**config.mk**
```make
export PLATFORM = sky130hd
export DESIGN_NAME = run_length_detector
export DESIGN_NICKNAME = d
export VERILOG_FILES = /design/src/rtl/rld_pkg.sv /design/src/rtl/rld_channel.sv /design/src/rtl/run_length_detector.sv
export SDC_FILE = /design/constraint.sdc
export NUM_CORES = 1
export LEC_CHECK = 0
export CAP_MARGIN = 20
export CORE_AREA = 2 2 39 41
export DETAILED_ROUTE_END_ITERATION = 10
export DIE_AREA = 0 0 41 43
export PLACE_DENSITY = 0.57
export SYNTH_ARGS = -nofsm -noshare
export SYNTH_HDL_FRONTEND = slang
export SYNTH_SLANG_ARGS = --single-unit
```
**constraint.sdc**
```tcl
create_clock -name clk -period 1.5 [get_ports clk]
set_input_delay 0.3 -clock clk [delete_from_list [all_inputs] [get_ports clk]]
set_output_delay 0.3 -clock clk [all_outputs]
set_load 0.05 [all_outputs]
```
**src/rtl/rld_pkg.sv**
```systemverilog
// Shared types and constants for the run-length detector.
// Holds the per-channel state encoding and the code-width helper.
package rld_pkg;

    // State encoding constants
    localparam logic [1:0] ST_IDLE = 2'd0;
    localparam logic [1:0] ST_ZERO = 2'd1;
    localparam logic [1:0] ST_ONES = 2'd2;
    localparam logic [1:0] ST_LONG = 2'd3;

    typedef enum logic [1:0] {
        IDLE = ST_IDLE,
        ZERO = ST_ZERO,
        ONES = ST_ONES,
        LONG = ST_LONG
    } rld_state_e;

    // Bits needed to hold run lengths 0..max_run
    function automatic int rld_code_w(input int max_run);
        return $clog2(max_run + 1);
    endfunction

endpackage

```
**src/rtl/rld_channel.sv**
```systemverilog
// One channel of the run-length detector: FSM, run counter, output
// registers and (with RLD_HIT_COUNT_EN) a saturating hit counter.
// Ports: clk_i, rst_i (sync, active-high), x_i serial input,
//        y_o last run length, y_valid_o / ovf_o one-cycle pulses,
//        hits_o detection count (RLD_HIT_COUNT_EN only).
module rld_channel
    import rld_pkg::*;
#(
    parameter int MAX_RUN = 3,
    parameter int CODE_W  = 2
`ifdef RLD_HIT_COUNT_EN
    ,
    parameter int HIT_W   = 8
`endif
) (
    input  logic              clk_i,
    input  logic              rst_i,
    input  logic              x_i,
    output logic [CODE_W-1:0] y_o,
    output logic              y_valid_o,
    output logic              ovf_o
`ifdef RLD_HIT_COUNT_EN
    ,
    output logic [HIT_W-1:0]  hits_o
`endif
);

    localparam logic [CODE_W-1:0] MAX_CNT = CODE_W'(MAX_RUN);
    localparam logic [CODE_W-1:0] ONE_CNT = CODE_W'(1);

    rld_state_e        state_q, state_d;
    logic [CODE_W-1:0] cnt_q, cnt_d;
    logic [CODE_W-1:0] y_q, y_d;
    logic              yv_q, yv_d;
    logic              ovf_q, ovf_d;

    always_ff @(posedge clk_i) begin
        if (rst_i) begin
            state_q <= IDLE;
            cnt_q   <= '0;
            y_q     <= '0;
            yv_q    <= 1'b0;
            ovf_q   <= 1'b0;
        end else begin
            state_q <= state_d;
            cnt_q   <= cnt_d;
            y_q     <= y_d;
            yv_q    <= yv_d;
            ovf_q   <= ovf_d;
        end
    end

    always_comb begin
        state_d = state_q;
        cnt_d   = cnt_q;
        y_d     = y_q;
        yv_d    = 1'b0;
        ovf_d   = 1'b0;
        unique case (state_q)
            IDLE: begin
                if (!x_i) state_d = ZERO;
            end
            ZERO: begin
                if (x_i) begin
                    state_d = ONES;
                    cnt_d   = ONE_CNT;
                end
            end
            ONES: begin
                if (x_i) begin
                    // Counter stops at MAX_RUN; the LONG state remembers
                    // the excess so cnt never wraps.
                    if (cnt_q == MAX_CNT) state_d = LONG;
                    else                  cnt_d   = cnt_q + ONE_CNT;
                end else begin
                    y_d     = cnt_q;
                    yv_d    = 1'b1;
                    state_d = ZERO;
                end
            end
            LONG: begin
                if (!x_i) begin
                    ovf_d   = 1'b1;
                    state_d = ZERO;
                end
            end
            default: state_d = IDLE;
        endcase
    end

    assign y_o       = y_q;
    assign y_valid_o = yv_q;
    assign ovf_o     = ovf_q;

`ifdef RLD_HIT_COUNT_EN
    logic [HIT_W-1:0] hits_q, hits_d;

    // Counts on the same edge that raises y_valid; sticks at all-ones.
    always_comb begin
        hits_d = hits_q;
        if (yv_d && (hits_q != '1)) hits_d = hits_q + HIT_W'(1);
    end

    always_ff @(posedge clk_i) begin
        if (rst_i) hits_q <= '0;
        else       hits_q <= hits_d;
    end

    assign hits_o = hits_q;
`endif

endmodule

```
**src/rtl/run_length_detector.sv**
```systemverilog
// Multi-channel detector for the serial pattern 0,1^k,0 (1<=k<=MAX_RUN).
// Ports: clk, rst (sync, active-high), x[CHANNELS] serial inputs,
//        y packed per-channel codes (CODE_W each), y_valid, ovf pulses,
//        hits per-channel counts (HIT_W each) when RLD_HIT_COUNT_EN is defined.
module run_length_detector
    import rld_pkg::*;
#(
    parameter int  CHANNELS = 1,
    parameter int  MAX_RUN  = 3
`ifdef RLD_HIT_COUNT_EN
    ,
    parameter int  HIT_W    = 8
`endif
    ,
    localparam int CODE_W   = rld_code_w(MAX_RUN)
) (
    input  logic                       clk,
    input  logic                       rst,
    input  logic [CHANNELS-1:0]        x,
    output logic [CHANNELS*CODE_W-1:0] y,
    output logic [CHANNELS-1:0]        y_valid,
    output logic [CHANNELS-1:0]        ovf
`ifdef RLD_HIT_COUNT_EN
    ,
    output logic [CHANNELS*HIT_W-1:0]  hits
`endif
);

    for (genvar i = 0; i < CHANNELS; i++) begin : g_ch
        rld_channel #(
            .MAX_RUN (MAX_RUN),
            .CODE_W  (CODE_W)
`ifdef RLD_HIT_COUNT_EN
            ,
            .HIT_W   (HIT_W)
`endif
        ) u_ch (
            .clk_i     (clk),
            .rst_i     (rst),
            .x_i       (x[i]),
            .y_o       (y[i*CODE_W +: CODE_W]),
            .y_valid_o (y_valid[i]),
            .ovf_o     (ovf[i])
`ifdef RLD_HIT_COUNT_EN
            ,
            .hits_o    (hits[i*HIT_W +: HIT_W])
`endif
        );
    end

endmodule

```
==> impl_metrics.json, run 1 <==
{
  "run_status": "completed",
  "core_um2": 1380,
  "crit_family": "flip-flops",
  "start_util_pct": 28.7,
  "yosysWarningCount": 0,
  "final_critical_path_time_including_i_o_delays_and_setup_ns": 1.37,
  "synth_flop_cell": "sky130_fd_sc_hd__dfxtp_1",
  "globalRouteOverflowTotal": 0,
  "startpoint_type": "flop",
  "cts_sinks": 8,
  "area_growth_pct": 40.1,
  "portBuffers": 6,
  "route.antenna.remaining_nets": 0,
  "timing.critical_path.required_ns": 1.65,
  "setup-violations-final": 0,
  "critical_path.slowest_cell": "sky130_fd_sc_hd__dfxtp_1",
  "num_vias": 338,
  "hp-start": "g_ch[0].u_ch.cnt_q[1]$_SDFFE_PP0P_",
  "synth_nets": 52,
  "fp-row-count": 14,
  "first_iter_violations": 9,
  "ys_types": 20,
  "cts_max_level": 1,
  "vdd_drop_max_mv": 0.465,
  "post_synth_instance_area_um2": 397,
  "clk-insertion-delay-late_ns": 0.26,
  "overall_routing_resource_usage_pct": 11.3,
  "post_cts_setup_repair_buffer_count": 0,
  "dr.pass1.iters": 2,
  "floorplan.io_pins": 7,
  "clkSlewWorstSetupHoldPaths_ns": 0.06,
  "post_cts_resized": 0,
  "num-nets-final": 68,
  "avgViaCountPerCell": 4.57,
  "detailed_place_hpwl_um": 631,
  "clock_path_buffers": 2,
  "worst-r2r-setup-slack_ns": 0.13,
  "tritoncts.num_buffers": 3,
  "synth_seq_area_share_pct": 40.4,
  "grt_first_pass_wirelength_um": 1300,
  "layout.filler_cells": 136,
  "cts_hold_buf": 0,
  "clock-skew-final_ns": 0.00116,
  "ys_ff_latch": 8,
  "path_max_fanout": 3,
  "drt-wirelength-per-cell_um": 11.0,
  "cap_viol_max_count": 0,
  "power_density_nw_per_um2": 1400,
  "grt_max_degree": 7,
  "n_antenna_cell": 0,
  "timing.slew.headroom_pct": 82.7,
  "netlist_instances": 44,
  "cts_tree": "built",
  "die-area_um2": 1760,
  "drv_slew": 0,
  "static-leakage-power_nw": 0.255,
  "worst-slew-pin-transition_ns": 0.260,
  "critical-path-top-cell-by-count": "sky130_fd_sc_hd__inv_1",
  "gp_congestion": 0.763,
  "unrepaired_setup_endpoints_after_global_routing": "no",
  "layout-drive-gt1-share_pct": 22.4,
  "hold_violations": 0,
  "setup.worst_path.class": "reg2reg",
  "crit_path_cell_trace": "inv_1, ha_1, inv_1, a31oi_1, mux2_1",
  "synth_area_per_cell_um2": 9.01,
  "timing.critical_path.slowest_cell_delay_ns": 0.37,
  "fmax_mhz": 730,
  "synth_edf_count": 0,
  "place.detailed.instances": 71,
  "antenna_found_initial": 0,
  "cp.arrival_ns": 1.52,
  "share_of_the_clock_period_used_by_the_worst_path_pct": 91.3,
  "grt_pass1_vias": 315,
  "drt_drc_violations_left": 0,
  "asyncSetResetFlopFracSynth_pct": 0,
  "critical_path_origin": "g_ch[0].u_ch.state_q[0]$_SDFFE_PP0P_",
  "fp.dieW_um": 41,
  "crit_path_end_kind": "flop",
  "final_cell_count_no_fill": 74,
  "wirelength_um": 817,
  "total_power_consumption_mw": 0.778,
  "worstHoldPathType": "reg2reg",
  "clk_root_buffer_cell": "sky130_fd_sc_hd__clkbuf_4",
  "chipHeight_um": 43,
  "cp.buffers_inverters": 2,
  "critical_path.reg2reg.startpoint": "g_ch[0].u_ch.state_q[0]$_SDFFE_PP0P_"
}
per-stage QoR:
step	util, %	hold slack, ns	instance area, µm²	TNS, ns	worst slack, ns
6_report	40.1	0.508	556	0	0.130
2_1_floorplan	-	0.376	397	0	0.174
3_5_place_dp	38.5	0.488	533	-0.0203	-0.0203
5_1_grt	40.1	0.560	556	0	0.0688
4_1_cts	40.1	0.510	556	0	0.128
3_3_place_gp	38.5	0.496	533	0	0.0177
registers in the layout (all words and copies together) (netlist names):
| signal | count |
|---|---|
| g_ch.u_ch.cnt_q | 2 |
| g_ch.u_ch.state_q | 2 |
| g_ch.u_ch.y_valid_o | 1 |
| g_ch.u_ch.ovf_o | 1 |
| g_ch.u_ch.y_o | 2 |
routing by layer:
layer / vias to the layer above / global-route usage [%] / share of wire, %
met5: - / 0 / 0
met4: 0 / 6.00 / 2.6
met3: 2 / 5.24 / 5.9
met2: 9 / 15.3 / 42
met1: 149 / 14.2 / 50
li1: 178 / - / -
cell usage after synthesis (2+ instances only):
cell / count / share of area [%]
sky130_fd_sc_hd__ha_1: 5 / 16
sky130_fd_sc_hd__nor2_1: 7 / 6.6
sky130_fd_sc_hd__mux2i_1: 2 / 5.0
sky130_fd_sc_hd__inv_1: 5 / 4.7
sky130_fd_sc_hd__dfxtp_1: 8 / 40
sky130_fd_sc_hd__nand2b_1: 2 / 3.2
sky130_fd_sc_hd__a31oi_1: 2 / 3.2
cell usage in the layout (no fill, tap or decap), drive strengths merged, types with 2 or more instances in the layout:
master,count
buf,10
dfxtp,8
nor2,7
inv,5
ha,5
clkbuf,3
nand2b,2
mux2i,2
a31oi,2
clkdlybuf4s50,2
o21ai,2
path summary, 6_finish.rpt:
kind                                                             end  cells after the start
worst min-delay path              g_ch[0].u_ch.cnt_q[1]$_SDFFE_PP0P_                      2
worst max register to register  g_ch[0].u_ch.state_q[0]$_SDFFE_PP0P_                      5
worst max-delay path            g_ch[0].u_ch.state_q[0]$_SDFFE_PP0P_                      5
worst min register to register    g_ch[0].u_ch.cnt_q[1]$_SDFFE_PP0P_                      2
area by class of cell:
cell class / count / area (µm²) / area share [%]
multi-input combinational: 30 / 214 / 38.5
sequential: 8 / 160 / 28.8
timing repair buffer: 12 / 120 / 21.6
clock buffer: 3 / 22.5 / 4.05
tap: 16 / 20.0 / 3.60
inverter: 5 / 18.8 / 3.38
worst reg2reg max path, cell delays in order, from the launching register on:
cell	delay (ns)
sky130_fd_sc_hd__dfxtp_1	0.37
sky130_fd_sc_hd__inv_1	0.08
sky130_fd_sc_hd__ha_1	0.29
sky130_fd_sc_hd__inv_1	0.05
sky130_fd_sc_hd__a31oi_1	0.14
sky130_fd_sc_hd__mux2_1	0.34
where the power goes:
group          switching [mW]  leakage [nW]  internal, mW
combinational           0.168         0.176         0.152
sequential             0.0281        0.0652         0.251
clock                  0.0871        0.0138        0.0925
total                   0.283         0.255         0.495
cell families (layout without fill, tap and decap cells):
group                    count (synthesis)  after routing  share of synthesized area (%)
AND/OR/NAND/NOR                         15             15                           18.9
flip-flops                               8              8                           40.4
adder cells (fa/ha/maj)                  5              5                           15.8
AO/OA/AOI/OAI                            7              7                           11.4
buffers and inverters                    6             20                           5.68
multiplexers                             3              3                           7.89
No activity file was read; power rests on OpenSTA's default activity.
==> run 2: changes to the inputs <==
ABC_AREA = 1   (was default)
CORE_AREA = 5 5 42 44   (was 2 2 39 41)
DIE_AREA = 0 0 47 49   (was 0 0 41 43)
PLACE_DENSITY = 0.58   (was 0.57)
==> run 2 against run 1 <==
Against the previous run: combinational power up 19%; register-to-register slack better by 0.16 ns; clock power down 9%; first-iteration DRC count down 89%; worst hold slack worse by 0.0080 ns; total power up 9.4%; largest cell class unchanged; final cell count up 11%; critical path depth up 1; maximum frequency up 13%; count of clock-buffer cells in the layout unchanged; wire length down 11%; clock skew up 0.0018 ns.
==> impl_metrics.json, run 2 <==
{
  "clk-insertion-delay-late_ns": 0.25,
  "run_status": "completed",
  "setup-violations-final": 0,
  "final_cell_count_no_fill": 82,
  "num_vias": 358,
  "top_layer_used": "met4",
  "post_cts_setup_repair_buffer_count": 0,
  "dr.pass1.iters": 4,
  "clock_path_buffers": 2,
  "cp.arrival_ns": 1.36,
  "portBuffers": 6,
  "num-nets-final": 76,
  "antenna_found_initial": 0,
  "power_density_nw_per_um2": 1540,
  "start_util_pct": 28.7,
  "reg2regPathDepth": 6,
  "worst_hold_path.endpoint": "g_ch[0].u_ch.state_q[1]$_SDFFE_PP0P_",
  "critical_path.slowest_cell": "sky130_fd_sc_hd__dfxtp_1",
  "timing.critical_path.slowest_cell_delay_ns": 0.38,
  "multi_input_area_um2": 206,
  "synthXorXnorAreaFrac_pct": 0,
  "overall_routing_resource_usage_pct": 7.98,
  "timing.critical_path.required_ns": 1.65,
  "dr_wl_met3_um": 39,
  "grt_max_degree": 8,
  "m1WireLength_um": 347,
  "worst-r2r-setup-slack_ns": 0.29,
  "layout.cells.most_common": "sky130_fd_sc_hd__nor2_1",
  "first_iter_violations": 1,
  "crit_family": "simple AND/OR/NAND/NOR gates",
  "cts_max_level": 1,
  "path_max_fanout": 4,
  "met2WireLength_um": 317,
  "synth_seq_area_share_pct": 39.9,
  "worstHoldPathType": "reg2reg",
  "floorplan.io_pins": 7,
  "crit_path_end_kind": "flop",
  "hp-start": "g_ch[0].u_ch.state_q[1]$_SDFFE_PP0P_",
  "synth_nets": 64,
  "asyncSetResetFlopFracSynth_pct": 0,
  "static-leakage-power_nw": 0.261,
  "layout.filler_cells": 154,
  "avgViaCountPerCell": 4.37,
  "synth_simple_gate_area_share_pct": 27.7,
  "synth_largest_area_cell": "sky130_fd_sc_hd__dfxtp_1",
  "synth_flop_cell": "sky130_fd_sc_hd__dfxtp_1",
  "clock-skew-final_ns": 0.00300,
  "total_power_consumption_mw": 0.851,
  "critical_path.reg2reg.startpoint": "g_ch[0].u_ch.state_q[0]$_SDFFE_PP0P_",
  "drv_slew": 0,
  "ys_types": 9,
  "place.detailed.instances": 79,
  "crit_path_cell_trace": "inv_1, ha_1, nand3_1, nand3_2, nor2_1, nor2_1",
  "cts_tree": "built",
  "startpoint_type": "flop",
  "area_growth_pct": 38.0,
  "post_synth_instance_area_um2": 402,
  "setup.worst_path.class": "reg2reg",
  "worst-slew-pin-transition_ns": 0.236,
  "grt_pass1_vias": 335,
  "leading_cell_type_by_number_of_instances_after_synthesis": "sky130_fd_sc_hd__nor2_1",
  "globalRouteOverflowTotal": 0,
  "synth_adder_area_share_pct": 15.6,
  "netlist_top_cells_count": "13 x sky130_fd_sc_hd__nor2_1, 10 x sky130_fd_sc_hd__inv_1, 10 x sky130_fd_sc_hd__nand2_1",
  "layout-drive-gt1-share_pct": 15.2,
  "final.setup.tns_ns": 0,
  "ys_ff_latch": 8,
  "cts_hold_buf": 0,
  "route.antenna.remaining_nets": 0,
  "synth_area_per_cell_um2": 7.17,
  "cap_viol_max_count": 0,
  "tritoncts.num_buffers": 3,
  "unrepaired_setup_endpoints_after_global_routing": "no",
  "synth_edf_count": 0,
  "worstHoldPathCells": 2,
  "synth.area.mux_share_pct": 0,
  "core_um2": 1400,
  "timing.slew.headroom_pct": 84.2,
  "wirelength_um": 729,
  "fp-row-count": 14,
  "fp.dieW_um": 47,
  "synth-compound-area-share_pct": 7.48,
  "netlist_instances": 56,
  "gp_congestion": 0.741,
  "cp.buffers_inverters": 1,
  "synthTopCellsByArea": "sky130_fd_sc_hd__dfxtp_1 40%, sky130_fd_sc_hd__ha_1 16%, sky130_fd_sc_hd__nor2_1 12%",
  "clk_root_buffer_cell": "sky130_fd_sc_hd__clkbuf_4",
  "most-common-layout-cells": "12 x sky130_fd_sc_hd__nor2_1, 10 x sky130_fd_sc_hd__inv_1, 10 x sky130_fd_sc_hd__nand2_1",
  "final_critical_path_time_including_i_o_delays_and_setup_ns": 1.21,
  "reg2reg_to": "g_ch[0].u_ch.state_q[0]$_SDFFE_PP0P_",
  "final-seq-area_um2": 160,
  "clkSlewWorstSetupHoldPaths_ns": 0.05,
  "share_of_the_clock_period_used_by_the_worst_path_pct": 81.0,
  "fmax_mhz": 823,
  "yosysWarningCount": 0,
  "main_combinational_cell_family_by_area_after_synthesis": "simple AND/OR/NAND/NOR gates",
  "drt-wirelength-per-cell_um": 8.89,
  "chipHeight_um": 49,
  "drt_drc_violations_left": 0,
  "grt_first_pass_wirelength_um": 1280,
  "detailed_place_hpwl_um": 588,
  "hold_violations": 0,
  "synth_largest_type_area_fraction_pct": 39.9,
  "die-area_um2": 2300,
  "n_antenna_cell": 0,
  "vdd_drop_max_mv": 0.655,
  "critical-path-top-cell-by-count": "sky130_fd_sc_hd__nor2_1",
  "cts_sinks": 8
}
[run 2: cell type report]
cell class | count | share of cell area, %
flip-flops and latches | 8 | 28.9
multi-input cells | 38 | 37.2
well taps | 16 | 3.61
clock buffers | 3 | 4.06
inverters | 10 | 6.77
repair buffers | 7 | 19.4
[run 2: worst reg2reg max path: stages, from the launching register on]
cell	delay, ns
sky130_fd_sc_hd__dfxtp_1	0.38
sky130_fd_sc_hd__inv_1	0.09
sky130_fd_sc_hd__ha_1	0.23
sky130_fd_sc_hd__nand3_1	0.16
sky130_fd_sc_hd__nand3_2	0.10
sky130_fd_sc_hd__nor2_1	0.10
sky130_fd_sc_hd__nor2_1	0.05
[run 2: what timing repair did]
item	4_1_cts	5_1_grt
endpoints found under the hold margin	0	0
setup endpoints to repair	0	1
gates resized for setup	0	1
[run 2: cells by family (layout without fill, tap and decap cells)]
logic type | after synthesis | count (layout)
fa+ha+maj | 5 | 5
flops | 8 | 8
buf+inv | 10 | 20
compound gates | 6 | 6
simple gates | 27 | 27
[run 2: routing by layer]
layer  global-route usage (%)  up-vias
met4                     6.91        0
li1                         -      192
met5                        0        -
met2                     9.95        8
met1                     9.98      154
met3                     3.32        4
[run 2: through the flow]
step                      setup slack (ns)  util [%]  area, µm²  hold slack, ns
after floorplan                      0.396         -        402           0.369
after global placement              0.0129      37.8        529           0.483
after detailed placement            0.0313      37.8        529           0.497
after CTS                            0.224      39.4        552           0.505
after global routing                 0.106      39.6        554           0.521
final                                0.285      39.6        554           0.500
[run 2: power by group]
| part | leakage [nW] | internal (mW) | switching (mW) |
|---|---|---|---|
| Combinational | 0.182 | 0.163 | 0.216 |
| Clock | 0.0138 | 0.0915 | 0.0716 |
| Sequential | 0.0653 | 0.263 | 0.0467 |
[run 2: worst max-delay path by stage]
stage | from | to | slack [ns] | cells past startpoint
floorplan | g_ch[0].u_ch.state_q[0]$_SDFFE_PP0P_ | g_ch[0].u_ch.state_q[0]$_SDFFE_PP0P_ | 0.40 | 6
global placement | x | g_ch[0].u_ch.y_o[1]$_SDFFE_PP0P_ | 0.01 | 5
detailed placement | x | g_ch[0].u_ch.y_o[1]$_SDFFE_PP0P_ | 0.03 | 5
CTS | g_ch[0].u_ch.state_q[0]$_SDFFE_PP0P_ | g_ch[0].u_ch.y_o[1]$_SDFFE_PP0P_ | 0.22 | 7
global route | g_ch[0].u_ch.state_q[0]$_SDFFE_PP0P_ | g_ch[0].u_ch.y_o[1]$_SDFFE_PP0P_ | 0.11 | 7
finish | g_ch[0].u_ch.state_q[0]$_SDFFE_PP0P_ | g_ch[0].u_ch.state_q[0]$_SDFFE_PP0P_ | 0.29 | 6
==> patch 1, RTL diff (settings of run 2) <==
Register the input `x` before use, without a reset. The logic sees it one clock later.
--- a/src/rtl/run_length_detector.sv
+++ b/src/rtl/run_length_detector.sv
@@ -26,6 +26,12 @@
 `endif
 );
 
+    logic [CHANNELS-1:0] x_q;
+
+    always_ff @(posedge clk) begin
+        x_q <= x;
+    end
+
     for (genvar i = 0; i < CHANNELS; i++) begin : g_ch
         rld_channel #(
             .MAX_RUN (MAX_RUN),
@@ -37,7 +43,7 @@
         ) u_ch (
             .clk_i     (clk),
             .rst_i     (rst),
-            .x_i       (x[i]),
+            .x_i       (x_q[i]),
             .y_o       (y[i*CODE_W +: CODE_W]),
             .y_valid_o (y_valid[i]),
             .ovf_o     (ovf[i])
Behaviour: not the same (a bounded check fails within 4 cycles, from zero or initial values and one cycle with rst high).
==> patch 1 against run 2 <==
  * Sequential cell count increased by 1
  * Setup slack got worse by 0.081 ns
  * Routed wire length up 3.3%
  * Clock skew is 0.0011 ns higher
  * Area after synthesis increased by 5.6%
  * Power increased by 11%
  * Cell area is 4.3% higher
  * Critical path type unchanged
==> patch 1: results (changes against run 2) <==
- The run finished with clean final reports.
* Hold path depth: 1 (-1)
* Vias in the first global route: 334 (-0.30%)
- The clock buffer count from CTS was 3 (unchanged).
* Largest cells by area after synthesis: sky130_fd_sc_hd__dfxtp_1, sky130_fd_sc_hd__ha_1, sky130_fd_sc_hd__nor2_1
* Filler cell count in the final layout: 152 (-1.3%)
- The total inserted antenna cells was 0 (unchanged).
- The buffer levels on the longest clock path came to 2 (unchanged).
- Yosys warns: 0 (unchanged)
- Later-pin clock latency in the skew report: 0.26 ns
* Post-cts resize count: 0 (unchanged)
* Leakage: 0.273 nW (+4.7%)
- Total wire length after detailed routing: 753 um (+3.3%)
* Pin count of the biggest net entering global routing: 8 (unchanged)
- First-pass iteration count of the detailed router: 1 (-3)
* Number of I/O port buffers: 6 (unchanged)
- GR Util met2: 11.5% (+1.6 points)
- The number of cells in the finished layout apart from fillers came to 85 (+3.7%).
- The average size of a mapped cell is 7.31 um2 (+2.0%).
* Total placed cells including tap cells: 81 (+2.5%)
- The worst hold path belongs to the class primary input to flop.
- The global-route wire length before repair came to 1350 um (+5.4%).
- Layout Skew: 0.00410 ns (+0.00110 ns)
- Worst IR drop on VDD: 0.682 mV (+4.1%)
- The met1 capacity usage during global routing is 9.47% (-0.51 points).
- The H-tree depth is 1 (unchanged).
* Crit path DAT: 1.45 ns (+0.09 ns)
- Routed vias: 354 (-1.1%)
* All-layer global routing usage: 8.17% (+0.19 points)
- The number of antenna violations at the first check in global routing is 0 (unchanged).
* Buffer cell driving the clock tree root: sky130_fd_sc_hd__clkbuf_4
- Ratio of cells with drive above 1 in the final layout: 13.0% (-2.1 points)
- In the synthesized netlist, the cells that appear most often are sky130_fd_sc_hd__nor2_1, sky130_fd_sc_hd__nand2_1, sky130_fd_sc_hd__inv_1.
- Clk pin slew, worst setup/hold paths: 0.06 ns
- The cell depth of the worst flop-to-flop path is 7 (+1).
* Largest fanout on the critical path: 5 (+1)
- Max capacitance violation total: 0 (unchanged)
- Initial detailed-routing violation count: 0 (-1)
- The count of unique library cells instantiated by Yosys came to 9 (unchanged).
- The final net count came to 78 (+2.6%).
- Detail Placement HPWL: 608 um (+3.3%)
* Met3 usage in global routing: 2.58% (-0.74 points)
- Sequential share of the synthesized area: 42.5% (+2.6 points)
- The headroom to the max-slew limit was 79.3% (-4.9 points).
- Placed Area: 552 um2 (+4.3%)
- Routability congestion estimate from global placement: 0.749 (+0.98%)
- The number of setup buffers added after CTS was 0 (unchanged).
* FFs w/ async S/R, synth: 0% (unchanged)
- In the synthesized netlist the dominant register cell turns out to be sky130_fd_sc_hd__dfxtp_1.
- Number of nets produced by synthesis: 66 (+3.1%)
==> patch 1: cell count changes in the layout (fill, tap and decap cells not counted), sizes merged <==
| cell | before | now |
|---|---|---|
| nand2 | 10 | 11 |
| nor2 | 13 | 14 |
| a21oi | 3 | 2 |
| o21ai | 3 | 4 |
| nand3 | 4 | 3 |
| clkbuf | 3 | 4 |
| dfxtp | 8 | 9 |
==> patch 1: cells by family (layout without fill, tap and decap cells) <==
kind of cell	count (synthesis)	after routing	synth area share (%)
buf+inv	10	21	8.85
simple gates	28	28	26.8
fa+ha+maj	5	5	14.7
flops	9	9	42.5
compound gates	6	6	7.08
==> patch 1: final cells by class <==
| cell class | instances | area, um2 | area share [%] |
|---|---|---|---|
| well taps | 16 | 20.0 | 3.46 |
| inverters | 10 | 37.5 | 6.49 |
| repair buffers | 7 | 108 | 18.6 |
| clock buffers | 4 | 26.3 | 4.55 |
| multi-input cells | 39 | 206 | 35.7 |
| flip-flops and latches | 9 | 180 | 31.2 |
==> patch 1: critical path, cell delays in order, from the launching register on <==
cell	delay (ns)
sky130_fd_sc_hd__dfxtp_1	0.34
sky130_fd_sc_hd__inv_1	0.08
sky130_fd_sc_hd__ha_1	0.21
sky130_fd_sc_hd__inv_1	0.07
sky130_fd_sc_hd__nor2_1	0.26
sky130_fd_sc_hd__inv_1	0.10
sky130_fd_sc_hd__nor2_1	0.09
sky130_fd_sc_hd__nor2_1	0.05
==> patch 1: worst paths after layout <==
check	start	end	slack, ns
setup / recovery	g_ch[0].u_ch.state_q[0]	g_ch[0].u_ch.y_o[1]	0.20
hold / removal	x	x_q	0.48
setup reg to reg	g_ch[0].u_ch.state_q[0]	g_ch[0].u_ch.y_o[1]	0.20
hold reg to reg	g_ch[0].u_ch.cnt_q[0]	g_ch[0].u_ch.y_o[0]	0.49
==> patch 1: where the power goes <==
part	internal (mW)	switching [mW]	total [mW]
combinational	0.175	0.232	0.406
clock	0.102	0.0788	0.181
sequential	0.299	0.0551	0.354
==> patch 1: routing by layer <==
metal  routed length, um  vias up
li1                    -      197
met1                 339      144
met2                 351        8
met3                  32        5
met4                  29        0
met5                   0        -
==> patch 1: through the flow <==
stage	util, %	hold slack [ns]	power [mW]	worst slack (ns)
after CTS	41.3	0.477	0.959	0.165
after floorplan	-	0.328	0.645	0.360
after global routing	41.3	0.473	1.04	0.0580
after detailed placement	39.4	0.484	0.771	0.183
final	41.3	0.482	0.942	0.204
after global placement	39.4	0.481	0.764	0.176
==> patch 2, RTL diff (config.mk and constraints of run 2) <==
Made on the original files. `MAX_RUN` is set to 3 in 2 places; all go to 6.
--- a/src/rtl/rld_channel.sv
+++ b/src/rtl/rld_channel.sv
@@ -6,7 +6,7 @@
 module rld_channel
     import rld_pkg::*;
 #(
-    parameter int MAX_RUN = 3,
+    parameter int MAX_RUN = 6,
     parameter int CODE_W  = 2
 `ifdef RLD_HIT_COUNT_EN
     ,
--- a/src/rtl/run_length_detector.sv
+++ b/src/rtl/run_length_detector.sv
@@ -6,7 +6,7 @@
     import rld_pkg::*;
 #(
     parameter int  CHANNELS = 1,
-    parameter int  MAX_RUN  = 3
+    parameter int  MAX_RUN  = 6
 `ifdef RLD_HIT_COUNT_EN
     ,
     parameter int  HIT_W    = 8
Interface: changed (resized y); port bits go from 7 to 8. The function was not compared with the original's and may differ.
==> patch 2 against run 2 <==
  * Setup slack got worse by 0.099 ns
  * Area after synthesis rose by 19%
  * Sequential cell count rose by 2
  * Cell area rose by 18%
  * Routed wire length rose by 27%
  * Cell count rose by 12%
  * Combinational power rose by 14%
  * Power rose by 14%
  * Critical endpoint is now g_ch[0].u_ch.y_o[1]
==> patch 2: results (changes against run 2) <==
- The run finished with clean final reports.
* Clk pin slew, worst setup/hold paths: 0.05 ns (about the same)
- Worst IR drop on VDD: 0.674 mV (+2.8%)
- Met1 track demand over resource: 10.2% (+0.27 points)
- Ranked by instance count, the synthesized netlist is headed by sky130_fd_sc_hd__nand2_1, sky130_fd_sc_hd__nor2_1, sky130_fd_sc_hd__dfxtp_1.
- Post-cts resize count: 0 (unchanged)
- The cell sitting at the root of the clock tree is a sky130_fd_sc_hd__clkbuf_4.
- The switching portion of total power was 39.4% (+0.14 points).
* Number of setup buffers added after CTS: 0 (unchanged)
* Nets: 87 (+14%)
- The cell depth of the worst flop-to-flop path is 7 (+1).
- The clock skew after layout was 0.00414 ns (+0.00114 ns).
* Crit path DAT: 1.46 ns (+0.10 ns)
* Detail Placement HPWL: 729 um (+24%)
- Sequential share of the synthesized area: 41.8% (+1.9 points)
- The most critical setup path has its endpoint at g_ch[0].u_ch.y_o[1].
- Global-route wire length before repair: 1550 um (+21%)
- The worst-path maximum fanout came to 6 (+2).
* Pin count of the biggest net entering global routing: 7 (-1)
* Number of nets produced by synthesis: 74 (+16%)
- The largest incremental delay on the critical path is 0.34 ns (-0.04 ns).
- GR Util met2: 14.9% (+5.0 points)
- The routability congestion estimate from global placement came to 0.709 (-4.4%).
- Highest-delay cell along the critical path: sky130_fd_sc_hd__dfxtp_1
- Maximum clock path buffer count: 2 (unchanged)
- Worst hold start: g_ch[0].u_ch.state_q[1]
- The count of buffers from port buffering is 7 (+1).
* Met2 wire len: 468 um (+48%)
- Path category of the worst min-delay check: flop to flop
- Met3 usage in global routing: 5.54% (+2.2 points)
- The count of vias placed by the detailed router came to 416 (+16%).
- Sorting the synthesized cells by area gives the leading types as sky130_fd_sc_hd__dfxtp_1, sky130_fd_sc_hd__ha_1, sky130_fd_sc_hd__nand2_1.
* Ratio of cells with drive above 1 in the final layout: 14.5% (-0.68 points)
* Vias in the first global route: 370 (+10%)
- The total inserted antenna cells was 0 (unchanged).
- In this run the critical register-to-register path is launched from g_ch[0].u_ch.state_q[0].
* Met3 wirelength from detailed routing: 46 um (+18%)
- Number of distinct standard cells referenced by the synthesized netlist: 10 (+1)
- The pre-CTS setup slack came to -0.0205 ns (-0.0518 ns).
* Initial detailed-routing violation count: 12 (+11)
- Routed metal-1 wirelength: 405 um (+17%)
- The cell depth of the worst hold path is 2 (unchanged).
- Combinational logic power: 0.431 mW (+14%)
- The mean routed wirelength per cell was 10.1 um (+13%).
- Setup slack of the critical path after layout: 0.186 ns (-0.0990 ns)
- The total global-route track usage came to 9.19% (+1.2 points).
- Slew HR: 84.3% (+0.15 points)
- The part of the power in registers was 38.2% (+1.9 points).
* Yosys warns: 0 (unchanged)
- Leakage: 0.306 nW (+17%)
- Endpoint of the worst hold-timing path: g_ch[0].u_ch.state_q[1]
==> patch 2: final cells by class <==
cell class / count / area (um2)
sequential: 10 / 200
timing repair buffer: 8 / 128
tap: 16 / 20.0
inverter: 9 / 33.8
multi-input combinational: 46 / 248
fill: 146 / 749
clock buffer: 3 / 22.5
==> patch 2: through the flow <==
step                      std cells  hold slack (ns)  instance area, um2  util (%)  power (mW)
after floorplan                  65            0.369                 479         -       0.657
after global placement           89            0.503                 627      44.7       0.799
after detailed placement         89            0.500                 627      44.7       0.802
after CTS                        92            0.511                 649      46.3       0.980
after global routing             92            0.548                 652      46.5        1.06
final                            92            0.504                 652      46.5       0.971
==> patch 2: cell families after synthesis <==
kind of cell	count (synthesis)	synth area share (%)
and+or+nand+nor	32	27.2
DFF	10	41.8
AOI/OAI and AO/OA	8	8.36
buffers and inverters	9	7.05
adders and majority gates	6	15.7
